===== src/rtl/mem_bus_arbiter.sv =====
// N-master arbiter for the shared console memory bus: fixed or round-robin, bus lock, read return.
// Optional per-master grant counters are built when ARB_GRANT_COUNT_EN is defined.
module mem_bus_arbiter #(
  parameter int unsigned NUM_MASTERS = 3,
  parameter int unsigned ADDR_W      = 16,
  parameter int unsigned DATA_W      = 8,
  parameter int unsigned RD_LATENCY  = 1,
  parameter int unsigned ARB_MODE    = 0
) (
  input  logic                          clk,
  input  logic                          reset,
  input  logic [NUM_MASTERS-1:0]        req,
  input  logic [NUM_MASTERS-1:0]        lock,
  input  logic [NUM_MASTERS-1:0]        we,
  input  logic [NUM_MASTERS*ADDR_W-1:0] addr,
  input  logic [NUM_MASTERS*DATA_W-1:0] wdata,
  output logic [NUM_MASTERS-1:0]        gnt,
  output logic [NUM_MASTERS-1:0]        rvalid,
  output logic [DATA_W-1:0]             rdata,
  output logic [ADDR_W-1:0]             mem_addr,
  output logic [DATA_W-1:0]             mem_wdata,
  output logic                          mem_we,
  input  logic [DATA_W-1:0]             mem_rdata,
  output logic [NUM_MASTERS*16-1:0]     grant_count
);

  localparam int unsigned IDW = $clog2(NUM_MASTERS);
  localparam logic [IDW-1:0] LAST = IDW'(NUM_MASTERS - 1);

  logic [IDW-1:0] ptr;
  logic [IDW-1:0] owner;
  logic           owner_valid;
  logic [IDW-1:0] win_id;
  logic [IDW-1:0] idx;
  logic           accept;

  logic [RD_LATENCY:0]          rd_vld;
  logic [RD_LATENCY:0][IDW-1:0] rd_id;

  always_comb begin
    gnt    = '0;
    win_id = '0;
    accept = 1'b0;
    idx    = ptr;
    if (owner_valid) begin
      // A held lock shuts out everyone else, even while the owner is idle.
      if (req[owner]) begin
        win_id = owner;
        accept = 1'b1;
      end
    end else if (ARB_MODE == 0) begin
      for (int i = NUM_MASTERS - 1; i >= 0; i--) begin
        if (req[i]) begin
          win_id = IDW'(i);
          accept = 1'b1;
        end
      end
    end else begin
      for (int k = 0; k < NUM_MASTERS; k++) begin
        if (!accept && req[idx]) begin
          win_id = idx;
          accept = 1'b1;
        end
        idx = (idx == LAST) ? '0 : idx + 1'b1;
      end
    end
    if (accept) gnt[win_id] = 1'b1;
  end

  always_ff @(posedge clk or posedge reset) begin
    if (reset) begin
      ptr         <= '0;
      owner       <= '0;
      owner_valid <= 1'b0;
      mem_addr    <= '0;
      mem_wdata   <= '0;
      mem_we      <= 1'b0;
      rd_vld      <= '0;
      rd_id       <= '0;
    end else begin
      mem_we <= 1'b0;
      if (accept) begin
        mem_addr  <= addr[win_id*ADDR_W +: ADDR_W];
        mem_wdata <= wdata[win_id*DATA_W +: DATA_W];
        mem_we    <= we[win_id];
      end
      // Release happens whenever the owner drops lock, whether it is being accepted or idle.
      if (owner_valid) begin
        owner_valid <= lock[owner];
      end else if (accept && lock[win_id]) begin
        owner_valid <= 1'b1;
        owner       <= win_id;
      end
      if (ARB_MODE != 0 && accept && !owner_valid) begin
        ptr <= (win_id == LAST) ? '0 : win_id + 1'b1;
      end
      rd_vld[0] <= accept & ~we[win_id];
      rd_id[0]  <= win_id;
      for (int k = 1; k <= RD_LATENCY; k++) begin
        rd_vld[k] <= rd_vld[k-1];
        rd_id[k]  <= rd_id[k-1];
      end
    end
  end

  always_comb begin
    rvalid = '0;
    if (rd_vld[RD_LATENCY]) rvalid[rd_id[RD_LATENCY]] = 1'b1;
    rdata = rd_vld[RD_LATENCY] ? mem_rdata : '0;
  end

`ifdef ARB_GRANT_COUNT_EN
  logic [NUM_MASTERS-1:0][15:0] cnt;

  always_ff @(posedge clk or posedge reset) begin
    if (reset) begin
      cnt <= '0;
    end else if (accept && cnt[win_id] != 16'hFFFF) begin
      cnt[win_id] <= cnt[win_id] + 16'd1;
    end
  end

  assign grant_count = cnt;
`else
  assign grant_count = '0;
`endif

endmodule


===== config.mk =====
export PLATFORM = sky130hd
export DESIGN_NAME = mem_bus_arbiter
export DESIGN_NICKNAME = d
export VERILOG_FILES = /design/src/rtl/mem_bus_arbiter.sv
export SDC_FILE = /design/constraint.sdc
export NUM_CORES = 1
export LEC_CHECK = 0
export BUFFER_PORTS_ARGS = -buffer_cell sky130_fd_sc_hd__buf_2
export CORE_MARGIN = 3
export CORE_UTILIZATION = 45
export CTS_CLUSTER_DIAMETER = 40
export DETAILED_ROUTE_END_ITERATION = 16
export PLACE_DENSITY = 0.87
export SLEW_MARGIN = 15
export SYNTH_ARGS = -nofsm -noshare
export SYNTH_HDL_FRONTEND = slang
export SYNTH_SLANG_ARGS = --single-unit

===== constraint.sdc =====
create_clock -name clk -period 4.2 [get_ports clk]
set_input_delay 0.84 -clock clk [delete_from_list [all_inputs] [get_ports clk]]
set_output_delay 0.84 -clock clk [all_outputs]
set_load 0.02 [all_outputs]

==> results.json <==
{
  "detail-route-antenna-nets": 0,
  "crit_path_end_kind": "primary output",
  "grt_util_all_layers_pct": 20.6,
  "crit_required_ns": 3.36,
  "grt_start_max_net_pins": 35,
  "fmaxAchievable_mhz": 314,
  "ys_ff_latch": 34,
  "ctsHtreeMaxLevel": 2,
  "finalNetCount": 480,
  "layout-drive-gt1-share_pct": 41.1,
  "ys.flop_type": "dfrtp_1",
  "antenna-diode-count": 0,
  "min_tclk_post_route_ns": 3.19,
  "mostFrequentLayoutCells": "buf_2, conb_1, dfrtp_1",
  "starting_density_of_the_core_pct": 47.4,
  "p_leak_nw": 1.62,
  "place_hpwl_um": 5270,
  "globalRouteOverflowTotal": 0,
  "hold-worst-slack_ns": 0.349,
  "timing_max_transition_violations_final": 0,
  "cts.clk_slew.worst_paths_ns": 0.06,
  "worst_path_class_setup": "in2out",
  "max-slew-margin-rel_pct": 50.3,
  "viasPerCell": 5.15,
  "path_cells": "buf_2, nor3b_4, nor2_4, nand2_1, nor2_1, buf_2",
  "worst_setup_path_start_kind": "input pin",
  "finClkSkew_ns": 0.00519,
  "cp.buffers_inverters": 2,
  "flow.area_growth_from_synthesis_pct": 22.2,
  "ys_async_sr_fraction_pct": 100,
  "yosys_warnings": 0,
  "grt_pass1_wl_um": 10200,
  "nFillCells": 485,
  "dr_total_vias": 2363,
  "clock_tree.buffer_depth": 2,
  "synth_cells": 267,
  "yosys.area.top_type_share_pct": 34.3,
  "critical_path.top_delay_family": "simple AND/OR/NAND/NOR gates",
  "status": "finished clean",
  "die-height_um": 80.3,
  "cp.arrival_ns": 2.35,
  "synth.top_cells.by_area": "dfrtp_1, buf_4, o21ai_0",
  "routed_wire_length_per_instance_um": 14.8,
  "critical-path-max-stage-delay_ns": 0.60,
  "cap_viol_max_count": 0,
  "ys_seq_area_share_pct": 34.3,
  "power_density_nw_per_um2": 602,
  "io_buffer_count": 129,
  "worst_path_max_delay_cell": "nor3b_4",
  "cts_post_setup_buffers_inserted": 0,
  "worst_hold_path_type": "reg2reg",
  "antenna_found_initial": 0,
  "drt_first_pass_iters": 4,
  "fraction_of_the_cycle_the_final_worst_path_needs_pct": 75.8,
  "synthesis.area_per_instance_um2": 9.30,
  "rsz0062_at_grt": "no",
  "synth.distinct_cells": 46,
  "grt_pass1_vias": 2148,
  "fp.dieArea_um2": 6450,
  "cp_max_fo": 15,
  "remaining_drc_errors": 0,
  "vdd_drop_max_mv": 0.374,
  "root_buffer_cell": "clkbuf_8",
  "post_cts.resized_instances": 0,
  "number_of_enable_flip_flop_cells_after_synthesis": 0,
  "io-pin-count": 178,
  "worst_slew_pin_slew_ns": 0.745,
  "route.final.wire_length_um": 6800,
  "setup_total_negative_slack_ns": 0,
  "fp.coreArea_um2": 5240,
  "die_w_um": 80.3,
  "tritoncts.num_buffers": 5,
  "cts.sinks": 34,
  "fp_rows": 26,
  "number_of_endpoints_with_negative_hold_slack_in_the_final_report": 0,
  "initialDrtViolationCount": 72,
  "finish.utilization_pct": 57.9,
  "post_cts_hold_buffer_count": 0,
  "gpl.final_weighted_congestion": 0.814,
  "finalSetupViolations": 0,
  "critical_path.most_common_cell": "buf_2",
  "most_common_cell_after_layout_fill_and_taps_aside": "buf_2",
  "cts_tree": "built",
  "synthesis.area_um2": 2480,
  "insertion_delay_ns": 0.28,
  "netlist.top_cell.by_area": "dfrtp_1"
}
[cells in the mapped netlist (2+ instances only)]
library cell	n
a22oi_1	10
mux2_2	9
mux2i_1	2
nor2_4	2
o311ai_0	8
mux2_1	3
nor2_1	2
a21oi_1	2
and2_1	8
o311ai_1	15
buf_4	49
nand2_1	5
dfrtp_1	34
clkbuf_1	7
and3b_1	2
o211ai_1	15
buf_6	3
inv_1	29
a31oi_1	2
o21a_1	3
o21ai_0	28
o21ai_2	2
buf_2	4
[through the flow]
step | total power (W) | area (um2) | worst slack (ns) | std cells
final | 0.00183 | 3030 | 1.01 | 459
after CTS | 0.00184 | 3030 | 1.05 | 459
after detailed placement | 0.00161 | 2960 | 1.06 | 452
after floorplan | 0.00134 | 2660 | 1.52 | 314
after global placement | 0.00158 | 2960 | 1.15 | 452
after global routing | 0.00195 | 3030 | 0.914 | 459
[area by class of cell]
cell class	instances	area, um2	share of cell area, %
multi-input cells	184	1220	40.1
flip-flops and latches	34	851	28.0
repair buffers	133	676	22.3
inverters	31	124	4.08
well taps	70	87.6	2.89
clock buffers	5	68.8	2.27
clock inverters	2	10.0	0.330
[logic make-up after synthesis]
| logic type | count (synthesis) | share of synthesized area (%) |
|---|---|---|
| AO/OA/AOI/OAI | 94 | 27.0 |
| flip-flops | 34 | 34.3 |
| buffers and inverters | 96 | 23.8 |
| multiplexers | 14 | 6.25 |
| AND/OR/NAND/NOR | 28 | 8.56 |
| other | 1 | 0.151 |
[worst paths after layout]
kind	endpoint	cells past startpoint	slack, ns	from
worst max-delay path	gnt[0]	6	1.01	req[1]
max in group asynchronous	mem_addr[6]	3	3.24	reset
min in group asynchronous	rd_id[1]	3	0.64	reset
worst max register to register	mem_addr[9]	5	1.99	owner_valid
worst min-delay path	rd_id[2]	0	0.35	rd_id[0]
worst min register to register	rd_id[2]	0	0.35	rd_id[0]
[registers in the layout, summed over array words and instances, names as in the netlist]
| name | flops |
|---|---|
| mem_addr | 16 |
| mem_wdata | 8 |
| mem_we | 1 |
| owner | 2 |
| owner_valid | 1 |
| rd_id | 4 |
| rd_vld | 2 |
[per-layer routing]
| metal | up-vias | wire length [um] | global-route usage, % |
|---|---|---|---|
| met5 | - | 0 | 0 |
| met4 | 0 | 109 | 5.74 |
| met3 | 14 | 589 | 5.61 |
| met2 | 146 | 3570 | 38.2 |
| met1 | 1091 | 2540 | 22.9 |
| li1 | 1112 | - | - |
[power by group]
part / switching (W) / internal, W / leakage [nW]
Combinational: 0.000626 / 0.000378 / 1.16
Clock: 0.000118 / 0.000111 / 0.0438
Sequential: 0.000110 / 0.000484 / 0.413
Total: 0.000853 / 0.000973 / 1.62
Power figures use the tool's default switching activity.
